[src/rtl/ama_riscv_hazard_pkg.sv]
// Shared types and helpers for the hazard unit: scoreboard entry layout,
// the "read from regfile" forwarding code and the select-width helper.
package ama_riscv_hazard_pkg;

    // One in-flight instruction as seen by the hazard logic
    typedef struct packed {
        logic       valid;
        logic [4:0] rd;
        logic       we;
        logic       load;
    } sb_entry_t;

    // Forwarding select value meaning "no forward, use regfile data"
    localparam int FWD_RF = 0;

    // Width of a forwarding select able to encode 0..stages
    function automatic int fwd_sel_w(input int stages);
        return $clog2(stages + 1);
    endfunction

endpackage

[src/rtl/ama_riscv_hazard_match.sv]
// Per-operand priority encoder over the scoreboard: reports whether any
// tracked stage will write the operand, which stage is the youngest writer
// and whether that writer is a load.
module ama_riscv_hazard_match
    import ama_riscv_hazard_pkg::*;
#(
    parameter int STAGES = 2,
    parameter int SELW   = fwd_sel_w(STAGES)
) (
    input  sb_entry_t [STAGES-1:0] sb,
    input  logic [4:0]             rs,
    input  logic                   rs_used,
    output logic                   hit,
    output logic [SELW-1:0]        stage,
    output logic                   is_load
);

    // Scan oldest to youngest so the lowest matching index wins
    always_comb begin
        hit     = 1'b0;
        stage   = '0;
        is_load = 1'b0;
        for (int i = STAGES - 1; i >= 0; i--) begin
            if (rs_used && sb[i].valid && sb[i].we &&
                (sb[i].rd != 5'd0) && (sb[i].rd == rs)) begin
                hit     = 1'b1;
                stage   = SELW'(i);
                is_load = sb[i].load;
            end
        end
    end

endmodule

[src/rtl/ama_riscv_hazard_unit.sv]
// Scoreboard-based hazard unit: forwarding selects, load-use stalls,
// memory-backpressure freeze and branch-flush clears across STAGES
// post-decode stages. Optional performance counters are enabled by
// defining HAZARD_PERF_EN.
module ama_riscv_hazard_unit
    import ama_riscv_hazard_pkg::*;
#(
    parameter int STAGES     = 2,
    parameter int LOAD_STAGE = 1,
    parameter int SELW       = fwd_sel_w(STAGES)
) (
    input  logic            clk,
    input  logic            rst,
    input  logic            dec_valid,
    input  logic [4:0]      rs1_dec,
    input  logic [4:0]      rs2_dec,
    input  logic            rs1_used,
    input  logic            rs2_used,
    input  logic [4:0]      rd_dec,
    input  logic            rd_we_dec,
    input  logic            load_dec,
    input  logic            flush_req,
    input  logic            mem_stall,
    output logic [SELW-1:0] fwd_a_sel,
    output logic [SELW-1:0] fwd_b_sel,
    output logic            stall_fetch,
    output logic            stall_dec,
    output logic            bubble_exe,
    output logic            clear_dec
`ifdef HAZARD_PERF_EN
    ,
    output logic [31:0]     perf_stall_cnt,
    output logic [31:0]     perf_flush_cnt,
    output logic [31:0]     perf_mem_cnt
`endif
);

    sb_entry_t [STAGES-1:0] sb_q, sb_d;
    logic                   flush_pend_q, flush_pend_d;

    logic                   a_hit, b_hit;
    logic                   a_load, b_load;
    logic [SELW-1:0]        a_stage, b_stage;
    logic                   hazard;
    logic                   eff_flush;

    ama_riscv_hazard_match #(.STAGES(STAGES), .SELW(SELW)) u_match_rs1 (
        .sb      (sb_q),
        .rs      (rs1_dec),
        .rs_used (rs1_used),
        .hit     (a_hit),
        .stage   (a_stage),
        .is_load (a_load)
    );

    ama_riscv_hazard_match #(.STAGES(STAGES), .SELW(SELW)) u_match_rs2 (
        .sb      (sb_q),
        .rs      (rs2_dec),
        .rs_used (rs2_used),
        .hit     (b_hit),
        .stage   (b_stage),
        .is_load (b_load)
    );

    // Forwarding selects and load-use hazard detection; a load younger than
    // LOAD_STAGE has no data yet, so it stalls instead of forwarding
    always_comb begin
        fwd_a_sel = SELW'(FWD_RF);
        fwd_b_sel = SELW'(FWD_RF);
        if (a_hit && (!a_load || (a_stage >= SELW'(LOAD_STAGE))))
            fwd_a_sel = a_stage + SELW'(1);
        if (b_hit && (!b_load || (b_stage >= SELW'(LOAD_STAGE))))
            fwd_b_sel = b_stage + SELW'(1);
        hazard = dec_valid &&
                 ((a_hit && a_load && (a_stage < SELW'(LOAD_STAGE))) ||
                  (b_hit && b_load && (b_stage < SELW'(LOAD_STAGE))));
        eff_flush = flush_req || flush_pend_q;
    end

    // Pipeline control: memory freeze beats flush, flush beats load-use stall
    always_comb begin
        stall_fetch = 1'b0;
        stall_dec   = 1'b0;
        bubble_exe  = 1'b0;
        clear_dec   = 1'b0;
        if (mem_stall) begin
            stall_fetch = 1'b1;
            stall_dec   = 1'b1;
        end else if (eff_flush) begin
            clear_dec  = 1'b1;
            bubble_exe = 1'b1;
        end else if (hazard) begin
            stall_fetch = 1'b1;
            stall_dec   = 1'b1;
            bubble_exe  = 1'b1;
        end
    end

    // Scoreboard advance and deferred-flush bookkeeping; a redirect seen
    // during a memory freeze is remembered and applied on the first free cycle
    always_comb begin
        sb_d         = sb_q;
        flush_pend_d = flush_pend_q;
        if (mem_stall) begin
            if (flush_req)
                flush_pend_d = 1'b1;
        end else begin
            flush_pend_d = 1'b0;
            for (int i = STAGES - 1; i > 0; i--)
                sb_d[i] = sb_q[i-1];
            if (dec_valid && !hazard && !eff_flush) begin
                sb_d[0].valid = 1'b1;
                sb_d[0].rd    = rd_dec;
                sb_d[0].we    = rd_we_dec;
                sb_d[0].load  = load_dec;
            end else begin
                sb_d[0] = '0;
            end
        end
    end

    // State registers with synchronous active-low reset
    always_ff @(posedge clk) begin
        if (!rst) begin
            sb_q         <= '0;
            flush_pend_q <= 1'b0;
        end else begin
            sb_q         <= sb_d;
            flush_pend_q <= flush_pend_d;
        end
    end

`ifdef HAZARD_PERF_EN
    logic [31:0] perf_stall_q, perf_stall_d;
    logic [31:0] perf_flush_q, perf_flush_d;
    logic [31:0] perf_mem_q,   perf_mem_d;

    // Saturating event counters
    always_comb begin
        perf_stall_d = perf_stall_q;
        perf_flush_d = perf_flush_q;
        perf_mem_d   = perf_mem_q;
        if (hazard && !mem_stall && !eff_flush && (perf_stall_q != 32'hFFFF_FFFF))
            perf_stall_d = perf_stall_q + 32'd1;
        if (eff_flush && !mem_stall && (perf_flush_q != 32'hFFFF_FFFF))
            perf_flush_d = perf_flush_q + 32'd1;
        if (mem_stall && (perf_mem_q != 32'hFFFF_FFFF))
            perf_mem_d = perf_mem_q + 32'd1;
    end

    // Counter registers
    always_ff @(posedge clk) begin
        if (!rst) begin
            perf_stall_q <= '0;
            perf_flush_q <= '0;
            perf_mem_q   <= '0;
        end else begin
            perf_stall_q <= perf_stall_d;
            perf_flush_q <= perf_flush_d;
            perf_mem_q   <= perf_mem_d;
        end
    end

    assign perf_stall_cnt = perf_stall_q;
    assign perf_flush_cnt = perf_flush_q;
    assign perf_mem_cnt   = perf_mem_q;
`endif

endmodule
[config.mk]
export PLATFORM = sky130hd
export DESIGN_NAME = ama_riscv_hazard_unit
export DESIGN_NICKNAME = d
export VERILOG_FILES = /design/src/rtl/ama_riscv_hazard_pkg.sv /design/src/rtl/ama_riscv_hazard_match.sv /design/src/rtl/ama_riscv_hazard_unit.sv
export SDC_FILE = /design/constraint.sdc
export NUM_CORES = 1
export LEC_CHECK = 0
export BUFFER_PORTS_ARGS = -buffer_cell sky130_fd_sc_hd__buf_2
export CAP_MARGIN = 20
export CORE_ASPECT_RATIO = 1.4
export CORE_MARGIN = 2
export CORE_UTILIZATION = 44
export CTS_CLUSTER_SIZE = 30
export DETAILED_ROUTE_END_ITERATION = 8
export MAX_ROUTING_LAYER = met4
export PLACE_DENSITY = 0.75
export SETUP_SLACK_MARGIN = 0.5
export SLEW_MARGIN = 20
export SYNTH_ARGS = -nofsm -noshare
export SYNTH_HDL_FRONTEND = slang
export SYNTH_SLANG_ARGS = --single-unit
[constraint.sdc]
create_clock -name clk -period 2 [get_ports clk]
set_clock_uncertainty 0.2 [all_clocks]
set_input_delay 0.3 -clock clk [delete_from_list [all_inputs] [get_ports clk]]
set_output_delay 0.3 -clock clk [all_outputs]
set_load 0.02 [all_outputs]
# Word-level counts from Yosys, hierarchy flattened
# Cells that the tools add are included.
[totals]
ff_bits = 17
inputBits = 24
output_inout_bits = 8
word_cells = 77
[classes]
addsub = 2
order_cmp = 4
eq_ne = 4
muxes = 22
n_reduce_logical = 36
[op_table]
columns = ["cell", "n"]
rows = [
  ["$logic_and A1 B1 Y1", 25],
  ["$eq A5 B5 Y1", 4],
  ["$mux W1", 19],
  ["$reduce_bool A5 Y1", 2],
  ["$mux W8", 1],
  ["$add A2 B1 Y2 const B", 2],
  ["$ge A2 B1 Y1 const B", 2],
  ["$logic_not A1 Y1", 4],
  ["$logic_or A1 B1 Y1", 4],
  ["$lt A2 B1 Y1 const B", 2],
  ["$mux W2", 2],
  ["$reduce_and A2 Y1", 1],
]

# Depth between registers and ports, before layout
# Gate-level depths: netlist of the first run.
[depth]
word_depth = 14
mapped_depth = 6
depth_no_buf = 5

# Hierarchy
# From an unflattened synthesis of the first run, not the netlist that was laid out.
[hier_totals]
hier_cells = 126
hier_area_um2 = 1102.3
[modules_own_cells]
columns = ["module", "n_inst", "cells_each", "area_each_um2", "seq_area_each_um2"]
rows = [
  ["ama_riscv_hazard_unit", 1, 70, 716.9, 340.3],
  ["ama_riscv_hazard_match", 2, 28, 192.7, 0.0],
]

# Worst setup path before layout of the first run
# No wires, ideal clock.
[synth_path]
path_type = "register to output"
startpoint = "register sb_q[3] (netlist bit)"
endpoint = "output stall_fetch"
t_arrival_ps = 1812
t_required_ps = 1500
slack_ps = -312
stages_incl_launch_ff = 7
path_buffers = 1
cell_sequence = "dfxtp_1 xor2_1 nor4_2 nand3_2 a211oi_4 a31o_1 buf_4"
[synth_via]
elab_chain_len = 11
word_cells_on_any_way = 24
cone_classes = "order compare (2); eq/ne (2); mux (9); reduce/logical (11)"
[synth_rtl]
columns = ["item", "line", "source"]
rows = [
  ["start: declaration", "ama_riscv_hazard_unit.sv:38", "sb_entry_t [STAGES-1:0] sb_q, sb_d;"],
  ["start signal: assignment", "ama_riscv_hazard_unit.sv:125", "sb_q <= '0;"],
  ["start signal: assignment", "ama_riscv_hazard_unit.sv:128", "sb_q <= sb_d;"],
  ["$reduce_bool A5 Y1", "ama_riscv_hazard_match.sv:25", "(sb[i].rd != 5'd0) && (sb[i].rd == rs)) begin"],
  ["$logic_and A1 B1 Y1", "ama_riscv_hazard_match.sv:24", "if (rs_used && sb[i].valid && sb[i].we &&"],
  ["$logic_and A1 B1 Y1", "ama_riscv_hazard_match.sv:25", ""],
  ["$mux W1", "ama_riscv_hazard_match.sv:24", ""],
  ["$lt A2 B1 Y1, or another cell as far along", "ama_riscv_hazard_unit.sv:75", "((a_hit && a_load && (a_stage < SELW'(LOAD_STAGE))) ||"],
  ["$logic_and A1 B1 Y1 (on tied branches)", "ama_riscv_hazard_unit.sv:75, ama_riscv_hazard_unit.sv:76", ""],
  ["$logic_or A1 B1 Y1 *", "ama_riscv_hazard_unit.sv:75", ""],
  ["$logic_and A1 B1 Y1 *", "ama_riscv_hazard_unit.sv:74", "hazard = dec_valid &&"],
  ["$mux W1 * (3 in a row)", "n/a", ""],
  ["end: declaration", "ama_riscv_hazard_unit.sv:26", "output logic stall_fetch,"],
]
# Every way passes the cells marked *; elsewhere a longest branch is shown, timed or not.

# Worst setup path in the final report of the first run
[layout_path]
startpoint = "register sb_q[4] (netlist bit)"
endpoint = "output stall_fetch"
[layout_via]
elab_chain_len = 11
word_cells_on_any_way = 24
cone_classes = "order compare (2); eq/ne (2); mux (9); reduce/logical (11)"
[layout_rtl]
columns = ["item", "line", "source"]
rows = [
  ["$reduce_bool A5 Y1", "ama_riscv_hazard_match.sv:25", ""],
  ["$logic_and A1 B1 Y1", "ama_riscv_hazard_match.sv:24", ""],
  ["$logic_and A1 B1 Y1", "ama_riscv_hazard_match.sv:25", ""],
  ["$mux W1", "ama_riscv_hazard_match.sv:24", ""],
  ["$lt A2 B1 Y1, or another cell as far along", "ama_riscv_hazard_unit.sv:75", ""],
  ["$logic_and A1 B1 Y1 (on tied branches)", "ama_riscv_hazard_unit.sv:75, ama_riscv_hazard_unit.sv:76", ""],
  ["$logic_or A1 B1 Y1 *", "ama_riscv_hazard_unit.sv:75", ""],
  ["$logic_and A1 B1 Y1 *", "ama_riscv_hazard_unit.sv:74", ""],
  ["$mux W1 *", "ama_riscv_hazard_unit.sv:92", "end else if (hazard) begin"],
  ["$mux W1 *", "ama_riscv_hazard_unit.sv:89", "end else if (eff_flush) begin"],
  ["$mux W1 *", "ama_riscv_hazard_unit.sv:86", "if (mem_stall) begin"],
]
# Marks and branches as above.

==> reports/summary.md, run 1 <==
Standard cell with the maximum stage delay on the critical path: or4_4. The number of nets in the final layout was 176; the die outline area was 2520 um2. Summed over all nets, the switching power comes to 172.8 uW. Total design power: 670.7 uW. The library cell used most frequently in the layout, excluding fill and tap cells, is buf_2. After detailed placement, the total cell area comes to 1249 um2. The top cell types in the final layout, fill and taps aside, are buf_2 (23), xor2_1 (15), nand2_1 (15), buf_4 (14), dfxtp_1 (11). The register bit count reported by yosys works out to 16. The root buffer cell chosen for the clock tree is clkbuf_4. The number of placement rows is 19, and the leakage power is 0.5923 nW.

During I/O placement, the number of pins put on the boundary was 32. For hold timing, the worst endpoint is sb_q[3]$_SDFFE_PN0N_. The mapped netlist covers 937.1 um2. The detailed-route vias per instance was 5.134; the total power density per cell area was 483.8 nW/um2.

The wire length on met1 came out at 913 um. The sort of element at the start of the critical path was a flop. Routability-driven placement finished with a final weighted congestion of 0.7885.

The transition time at the pin with the least slew margin came out at 0.3481 ns. Subtracting the final worst setup slack from the clock period gives 2.484 ns. The register-to-register setup slack was 0.07 ns. In this run the remaining antenna-violating nets after routing total 0. Counting instances, the worst hold path has a depth of 3.

The met3 wire length was 96 um; the number of synthesis warnings was 0. Cells with a size suffix above 1 make up 47.02% of the layout. The run gives 0 as the initial antenna violation count. The register clock-pin slew on the reported worst setup and hold paths was 0.10 ns.

Headroom to the max-slew limit came out at 76.58%. Of all nets on the critical path, the largest fanout is 5. The tools report the final hold violation count as 0. The run gives 1.244 mm as the total met2 wirelength after detailed routing. The tools report the combinational share of power as 18.2%. At the later pin of the worst-skew pair, clock insertion delay measures 0.30 ns.

The highest cell delay on the worst timing path works out to 0.55 ns. The wire-length estimate of the detail-placed layout is 1.864 mm. The tools report the clock sink count as 16. Adding up every negative setup slack in the final design gives -2.870 ns. The cell count of the worst reg-to-reg path works out to 6. The placeable core region is 1997 um2, and the sequential group share of total power is 49.5%. The final reports fail on negative setup slack. Counting every instance in the synthesized netlist gives 106.

The logs give 0 for the DRC violations left and 1.98 ns for the data arrival time at the worst-slack endpoint. The routed length per instance works out to 13.41 um. The logs give 0 for the number of antenna diodes and 883 for the via count.

Synthesis instantiated 26 different standard cells from the library. Data on the critical path is required at its endpoint by 1.50 ns. The part of the Yosys area used for sequential elements was 34.18%. The pre-antenna-repair detailed-routing pass consisted of 3 iterations. For the worst path setup slack after routing, the log shows -0.4842 ns. The run gives 1 as the depth of the CTS H-tree. The first routing iteration left 10 violations.

The run gives 0 as the number of slew-limit violations in the final report. In this run the mean area of a mapped cell was 8.841 um2. Top layer reached by signal wires: met4.

Counting every net in the synthesized netlist gives 130. The worst setup path is captured at a primary output. The tools report the startpoint of the most critical register-to-register path as sb_q[3]$_SDFFE_PN0N_. VDD sags by at most 0.0003618 V. In this run the vertical extent of the chip is 58.61 um.

The part of the power in the clock network came out at 32.3%. The flow ran to the end, but the final reports show violations. The worst setup path is of the flop to primary output kind. For this run, the total global-route usage over all layers was measured as 21.65%. The final cycle utilization of the critical path was 124.2%; the floorplan die width was 43.01 um.

TritonCTS built the clock tree. Internal power contribution: 497.9 uW. The signal on the critical path passes through or4_4, o211ai_4, a211oi_4, a31o_4, buf_6.

Counting the buffers created by CTS gives 3. Post-CTS timing repair inserted 0 buffers for setup. The first global-routing pass estimated 3.981 mm of wire. The area added between synthesis and finish was 47.93%. After global routing the overflow that remains totals 0. The total wirelength of the detailed-routed design came out at 2.307 mm.

The endpoint of the most critical register-to-register path is sb_q[6]$_SDFFE_PN0N_. For this design, the CTS-stage hold fixing added 0 buffers. The tool flagged a number of max-cap violations equal to 0. The via count of the first global-routing pass was 963; the area of all placed cells without fillers was 1386 um2.

The critical hold path startpoint was rd_dec[1]. For this configuration, the core starts out at a cell density of 46.93%. Input and output buffers added on the ports amount to 31. Setup violations remaining at the end of the flow were counted as 7. The worst hold path belongs to the class input pin to flop. Setup repair after global routing could not meet its margin everywhere. The tools report the highest attainable clock frequency as 402.6 MHz. The clock passes through at most 2 buffers. The switching part of the total is 25.76%, and the largest net degree at the start of global routing is 12.
[worst max-delay path: cells and delay by family, from the launching register on]
family          cells  cell delay (ns)
compound gates      3             0.64
buf+inv             1             0.13
flops               1             0.37
simple gates        1             0.55
[state kept, by name, summed over array words and instances, names as in the netlist]
name          flops
sb_q             15
flush_pend_q      1
[final cells by class]
| type | instances | area, um2 |
|---|---|---|
| Inverter | 2 | 7.507 |
| Tap cell | 21 | 26.28 |
| Fill cell | 171 | 610.6 |
| Timing Repair Buffer | 45 | 310.3 |
| Clock buffer | 4 | 36.28 |
| Sequential cell | 16 | 331.6 |
| Multi-Input combinational cell | 84 | 674.4 |
[metal layers]
metal	vias up	GRT usage, %
met5	-	-
met1	397	21.97
met4	0	10.39
met3	5	1.840
met2	27	40.91
li1	454	-
[worst max-delay path by stage]
stage | start | end | slack, ns
after floorplan | sb_q[3]$_SDFFE_PN0N_ | stall_fetch | -0.17
after global placement | rs2_dec[1] | stall_dec | -0.26
after detailed placement | rs2_dec[1] | stall_fetch | -0.28
after CTS | sb_q[4]$_SDFFE_PN0N_ | stall_fetch | -0.46
after global routing | sb_q[5]$_SDFFE_PN0N_ | stall_fetch | -0.54
final | sb_q[4]$_SDFFE_PN0N_ | stall_fetch | -0.48
[cells in the mapped netlist (all sizes together)]
cell type	count	share of area, %
a31o	1	0.93
clkbuf	1	0.40
xnor2	4	3.7
nor4	4	3.3
nor2b	9	6.0
a21o	1	0.93
nand3	4	2.7
o211ai	2	3.1
and2	1	0.67
dfxtp	16	34
or4	2	1.6
buf	3	2.4
inv	2	0.80
mux2i	7	7.5
xor2	16	15
a211oi	1	2.1
nor3	4	2.1
o21ai	8	4.3
nand2	15	6.0
nor2	4	1.6
and3	1	0.67
[power by group through the flow]
stage	clock network (mW)	logic [mW]	registers, mW
after floorplan	0	0.0613	0.338
after global placement	0	0.107	0.339
after detailed placement	0	0.112	0.339
after CTS	0.217	0.119	0.331
after global routing	0.227	0.134	0.333
final	0.217	0.122	0.332
[cell families (layout without fill, tap and decap cells)]
group	after synthesis	count (layout)	share of synthesized area (%)
AOI/OAI and AO/OA	13	13	11.35
xor gates and xnor gates	20	20	18.69
buffers and inverters	6	51	3.605
DFF	16	16	34.18
muxes	7	7	7.477
and+or+nand+nor	44	44	24.70
[through the flow]
step	std cells	utilization (%)	setup slack (ns)	hold WS [ns]
3_5_place_dp	168	62.53	-0.2797	0.3047
3_3_place_gp	168	62.53	-0.2557	0.2975
6_report	172	69.42	-0.4842	0.02350
2_1_floorplan	106	-	-0.1658	0.2282
5_1_grt	172	69.42	-0.5421	0.03580
4_1_cts	172	66.60	-0.4592	0.02684
[what timing repair did]
action,in CTS,in global routing
setup endpoints to repair,16,16
pin swaps,12,5
gates resized for setup,16,14
(Power assumes the default switching activity.)
==> run 2: changes to the inputs <==
- ABC_AREA: unset -> 1
- CTS_CLUSTER_DIAMETER: unset -> 30
==> reports/summary.md, run 2 <==
Dominant register cell in the synthesized netlist: dfxtp_1 (unchanged). The fraction of registers with async set or reset after synthesis was 0% (unchanged); the highest cell delay on the worst timing path was 0.38 ns (was 0.55 ns). The number of enable flip-flop cells after synthesis is 0 (unchanged). Ranking of synthesized cells by instance count: nand2_1 (34), dfxtp_1 (16), nor2_1 (16), xnor2_1 (15), nand3_1 (12) (was dfxtp_1 (16), xor2_1 (16), nand2_1 (15), nor2b_1 (9), o21ai_0 (8)). The tools report the die outline area as 2545 um2 (was 2520 um2).

The logs give 3 (unchanged) for the number of buffers created by CTS and 952 (was 963) for the via count of the first global-routing pass. The number of placed instances with taps included was 188 (was 168). The final hold violation count was 0 (unchanged).

The tools report the kind of end point of the critical path as a primary output (unchanged). For the setup violation total in the final timing report, the log shows 5 (was 7). Violations in the final reports: negative setup slack (unchanged).

Setup repair after global routing could not meet its margin everywhere. Area contributors post-synth: dfxtp_1 (34%), xnor2_1 (14%), nand2_1 (13%) (was dfxtp_1 (34%), xor2_1 (15%), mux2i_1 (7.5%)). The via count is 1025 (was 883).

List of cells traversed by the critical path: or2_1, nor2_2, nor2_2, nand2_2, nand2_2, nand2_4, o21bai_1, buf_4 (was or4_4, o211ai_4, a211oi_4, a31o_4, buf_6). Part of the Yosys area used for sequential elements: 33.82% (was 34.18%). For the register-to-register setup slack, the log shows 0.32 ns (was 0.07 ns). Family of cells with the greatest summed delay on the critical path: simple AND/OR/NAND/NOR gates (was compound AO/OA/AOI/OAI gates). The fraction of final layout cells sized beyond drive strength 1 was 46.33% (was 47.02%); the largest net degree at the start of global routing was 12 (unchanged). The start-to-end type of the worst setup path was flop to primary output (unchanged). The largest driver fanout on the critical path works out to 5 (unchanged). For the number of nets in the synthesized netlist, the log shows 164 (was 130).

The run gives 0.0004270 V (was 0.0003618 V) as the worst supply voltage drop on vdd. The commonest non-fill, non-tap cell in the layout was nand2_1 (was buf_2). The total wirelength of the detailed-routed design came out at 2.497 mm (was 2.307 mm).

The root buffer cell was clkbuf_4 (unchanged). The area added between synthesis and finish works out to 42.54% (was 47.93%). Most used cells in the layout excluding fill and tap cells: nand2_1 (29), buf_2 (24), xnor2_1 (12) (was buf_2 (23), xor2_1 (15), nand2_1 (15), buf_4 (14), dfxtp_1 (11)).

The total global routing track utilization is 20.97% (was 21.65%). The routed length per instance is 12.61 um (was 13.41 um). The final cycle utilization of the critical path came out at 102.8% (was 124.2%).

For the highest attainable clock frequency, the log shows 486.2 MHz (was 402.6 MHz). The worst-skew pair later-pin latency was 0.29 ns (was 0.30 ns); the DRC violations left was 0 (unchanged). Number of maximum-capacitance violations: 0 (unchanged).

The run gives 19 (unchanged) as the number of placement rows. The post-layout minimum cycle time is 2.057 ns (was 2.484 ns). The endpoint of the most critical register-to-register path is sb_q[5]$_SDFFE_PN0N_ (was sb_q[6]$_SDFFE_PN0N_).

The residual overflow from global routing is 0 (unchanged), and the register clock-pin slew on the reported worst setup and hold paths is 0.09 ns (was 0.10 ns). The total design power was 695.1 uW (was 670.7 uW). The tools report the startpoint of the most critical register-to-register path as sb_q[4]$_SDFFE_PN0N_ (was sb_q[3]$_SDFFE_PN0N_). The initial core utilization was 47.43% (was 46.93%); the total of fill cells in the finished design was 171 (unchanged). The routability-driven placement congestion ratio was 0.9358 (was 0.7885); the number of antenna diodes was 0 (unchanged). The half-perimeter wire length after detailed placement came out at 1.914 mm (was 1.864 mm). The worst hold path class was input pin to flop (unchanged).

The number of buffers between clock root and the deepest sink was 2 (unchanged). Register with the most flip-flops: sb_q (unchanged). The run gives 0.6271 nW (was 0.5923 nW) as the leakage power.

Number of DRC violations after detailed-routing iteration 0: 28 (was 10). The data arrival time at the worst-slack endpoint is 1.56 ns (was 1.98 ns), and the number of distinct library cells after synthesis is 22 (was 26). The run gives 1 (unchanged) as the depth of the CTS H-tree. The cell taking the most area after synthesis is dfxtp_1 (unchanged). The number of synthesis warnings was 0 (unchanged).

Number of input and output port buffers inserted: 31 (unchanged). The worst setup path startpoint was sb_q[4]$_SDFFE_PN0N_ (unchanged). The initial antenna violation count was 0 (unchanged); the die outline height was 58.90 um (was 58.61 um). The total power density per cell area is 514.9 nW/um2 (was 483.8 nW/um2), and the mean cell area of the mapped netlist is 6.765 um2 (was 8.841 um2).

The register bit count reported by yosys came out at 16 (unchanged). The number of placed I/O pins was 32 (unchanged); the placeable core region was 1997 um2 (unchanged). The logs give 947.2 um2 (was 937.1 um2) for the synthesized area and 0 (unchanged) for the number of slew-limit violations in the final report. In the post-synthesis netlist, the cell with the most instances is nand2_1.

The run gives 1.50 ns (about the same) as the required time at the worst-slack endpoint. The run finished, with violations left. The number of buffers and inverters on the critical path came out at 1 (unchanged). The tools report the synthesized instance count as 140 (was 106). The detailed-route vias per instance works out to 5.177 (was 5.134). The transition time at the pin with the least slew margin came out at 0.4631 ns (was 0.3481 ns). The sort of element at the start of the critical path was a flop (unchanged). The worst slack on hold paths is 0.02760 ns (was 0.02350 ns), and the number of gates on the worst path with buffers counted is 8 (was 5). Final core utilization: 67.61% (was 69.42%). The tools report the first-pass GRT wire length as 3.995 mm (was 3.981 mm).

For the worst path setup slack after routing, the log shows -0.05687 ns (was -0.4842 ns). The cell count of the worst reg-to-reg path is 10 (was 6). The run gives 198 (was 172) as the final standard cell count with taps included and fillers excluded. Standard cell with the maximum stage delay on the critical path: dfxtp_4 (was or4_4). TritonCTS built the clock tree. The first-pass iteration count of the detailed router was 4 (was 3). Proportion of netlist area held by the largest area contributor: 33.82% (was 34.18%).

Number of nets still failing antenna checks after routing: 0 (unchanged). Largest registers: sb_q x15, flush_pend_q x1 (unchanged). The clock sink count was 16 (unchanged); the floorplan die width was 43.21 um (was 43.01 um).

The run gives 202 (was 176) as the number of nets in the final layout. For the remaining max-slew budget at the tightest pin, the log shows 69.09% (was 76.58%). The endpoint of the worst setup timing path is bubble_exe (was stall_fetch). The flip-flop count of the largest register, all copies and words added came out at 15 (unchanged).
-- run 2: changes by cell type after synthesis, moves of 3 or more --
cell / delta
nand2_1: +19
xor2_1: -14
nor2_1: +12
xnor2_1: +11
nand3_1: +9
nor2b_1: -9
inv_1: +8
mux2i_1: -7
a21oi_1: +6
inv_2: +3
nand2_2: +3
nor4_1: -3
-- run 2: repair_timing --
action | 4_1_cts | 5_1_grt
buffers inserted | 3 | 3
gates resized for setup | 15 | 25
pin swaps | 8 | 13
hold buffers | 0 | 0
setup endpoints to repair | 13 | 16
-- run 2: metrics by stage --
stage / TNS, ns / setup WS (ns) / area, um2
after floorplan: 0 / 0.2564 / 980.9
after global placement: 0 / 0.1033 / 1139
after detailed placement: 0 / 0.09386 / 1139
after CTS: -0.2706 / -0.07747 / 1235
after global routing: -0.6772 / -0.1485 / 1350
final: -0.1557 / -0.05687 / 1350
-- run 2: per-layer routing --
metal,GRT usage (%),share of wire (%),up-vias
li1,-,-,521
met1,22.52,38,455
met2,38.81,55,38
met3,2.147,4.6,11
met4,7.792,2.6,0
met5,-,0,-
-- run 2: area by class of cell --
class	count	area, um2	share of cell area, %
Multi-Input combinational cell	107	664.4	49.21
Tap cell	21	26.28	1.946
Sequential cell	16	339.1	25.12
Clock buffer	4	36.28	2.688
Timing Repair Buffer	37	232.7	17.24
Inverter	13	51.30	3.800
-- run 2: cell families after synthesis --
| logic type | after synthesis | share of synthesized area (%) |
|---|---|---|
| buf+inv | 17 | 7.266 |
| simple gates | 75 | 35.01 |
| flops | 16 | 33.82 |
| xor+xnor | 17 | 15.72 |
| compound gates | 15 | 8.190 |
-- run 2: worst reg2reg max path, cell delays in order (launching register included) --
cell and delay (ns):
dfxtp_4 0.38, or2_1 0.22, nor2_2 0.14, nor2_2 0.07
nand2_2 0.08, nand2_2 0.07, nand2_4 0.08, buf_4 0.11
buf_6 0.12, nand3_2 0.07, nand2_2 0.08
-- run 2: report_power, final --
| group | total [mW] | switching [mW] | leakage (nW) | internal [mW] |
|---|---|---|---|---|
| registers | 0.341 | 0.0140 | 0.135 | 0.327 |
| logic | 0.141 | 0.0752 | 0.471 | 0.0654 |
| clock network | 0.213 | 0.102 | 0.0210 | 0.111 |
-- run 2: how the worst min path moves through the flow --
| stage | start | cells past startpoint | endpoint |
|---|---|---|---|
| floorplan | rd_dec[0] | 2 | sb_q[2]$_SDFFE_PN0N_ |
| global placement | sb_q[1]$_SDFFE_PN0N_ | 2 | sb_q[1]$_SDFFE_PN0N_ |
| detailed placement | sb_q[1]$_SDFFE_PN0N_ | 2 | sb_q[1]$_SDFFE_PN0N_ |
| CTS | rd_dec[0] | 3 | sb_q[2]$_SDFFE_PN0N_ |
| global route | rd_dec[2] | 3 | sb_q[4]$_SDFFE_PN0N_ |
| finish | rd_dec[0] | 3 | sb_q[2]$_SDFFE_PN0N_ |
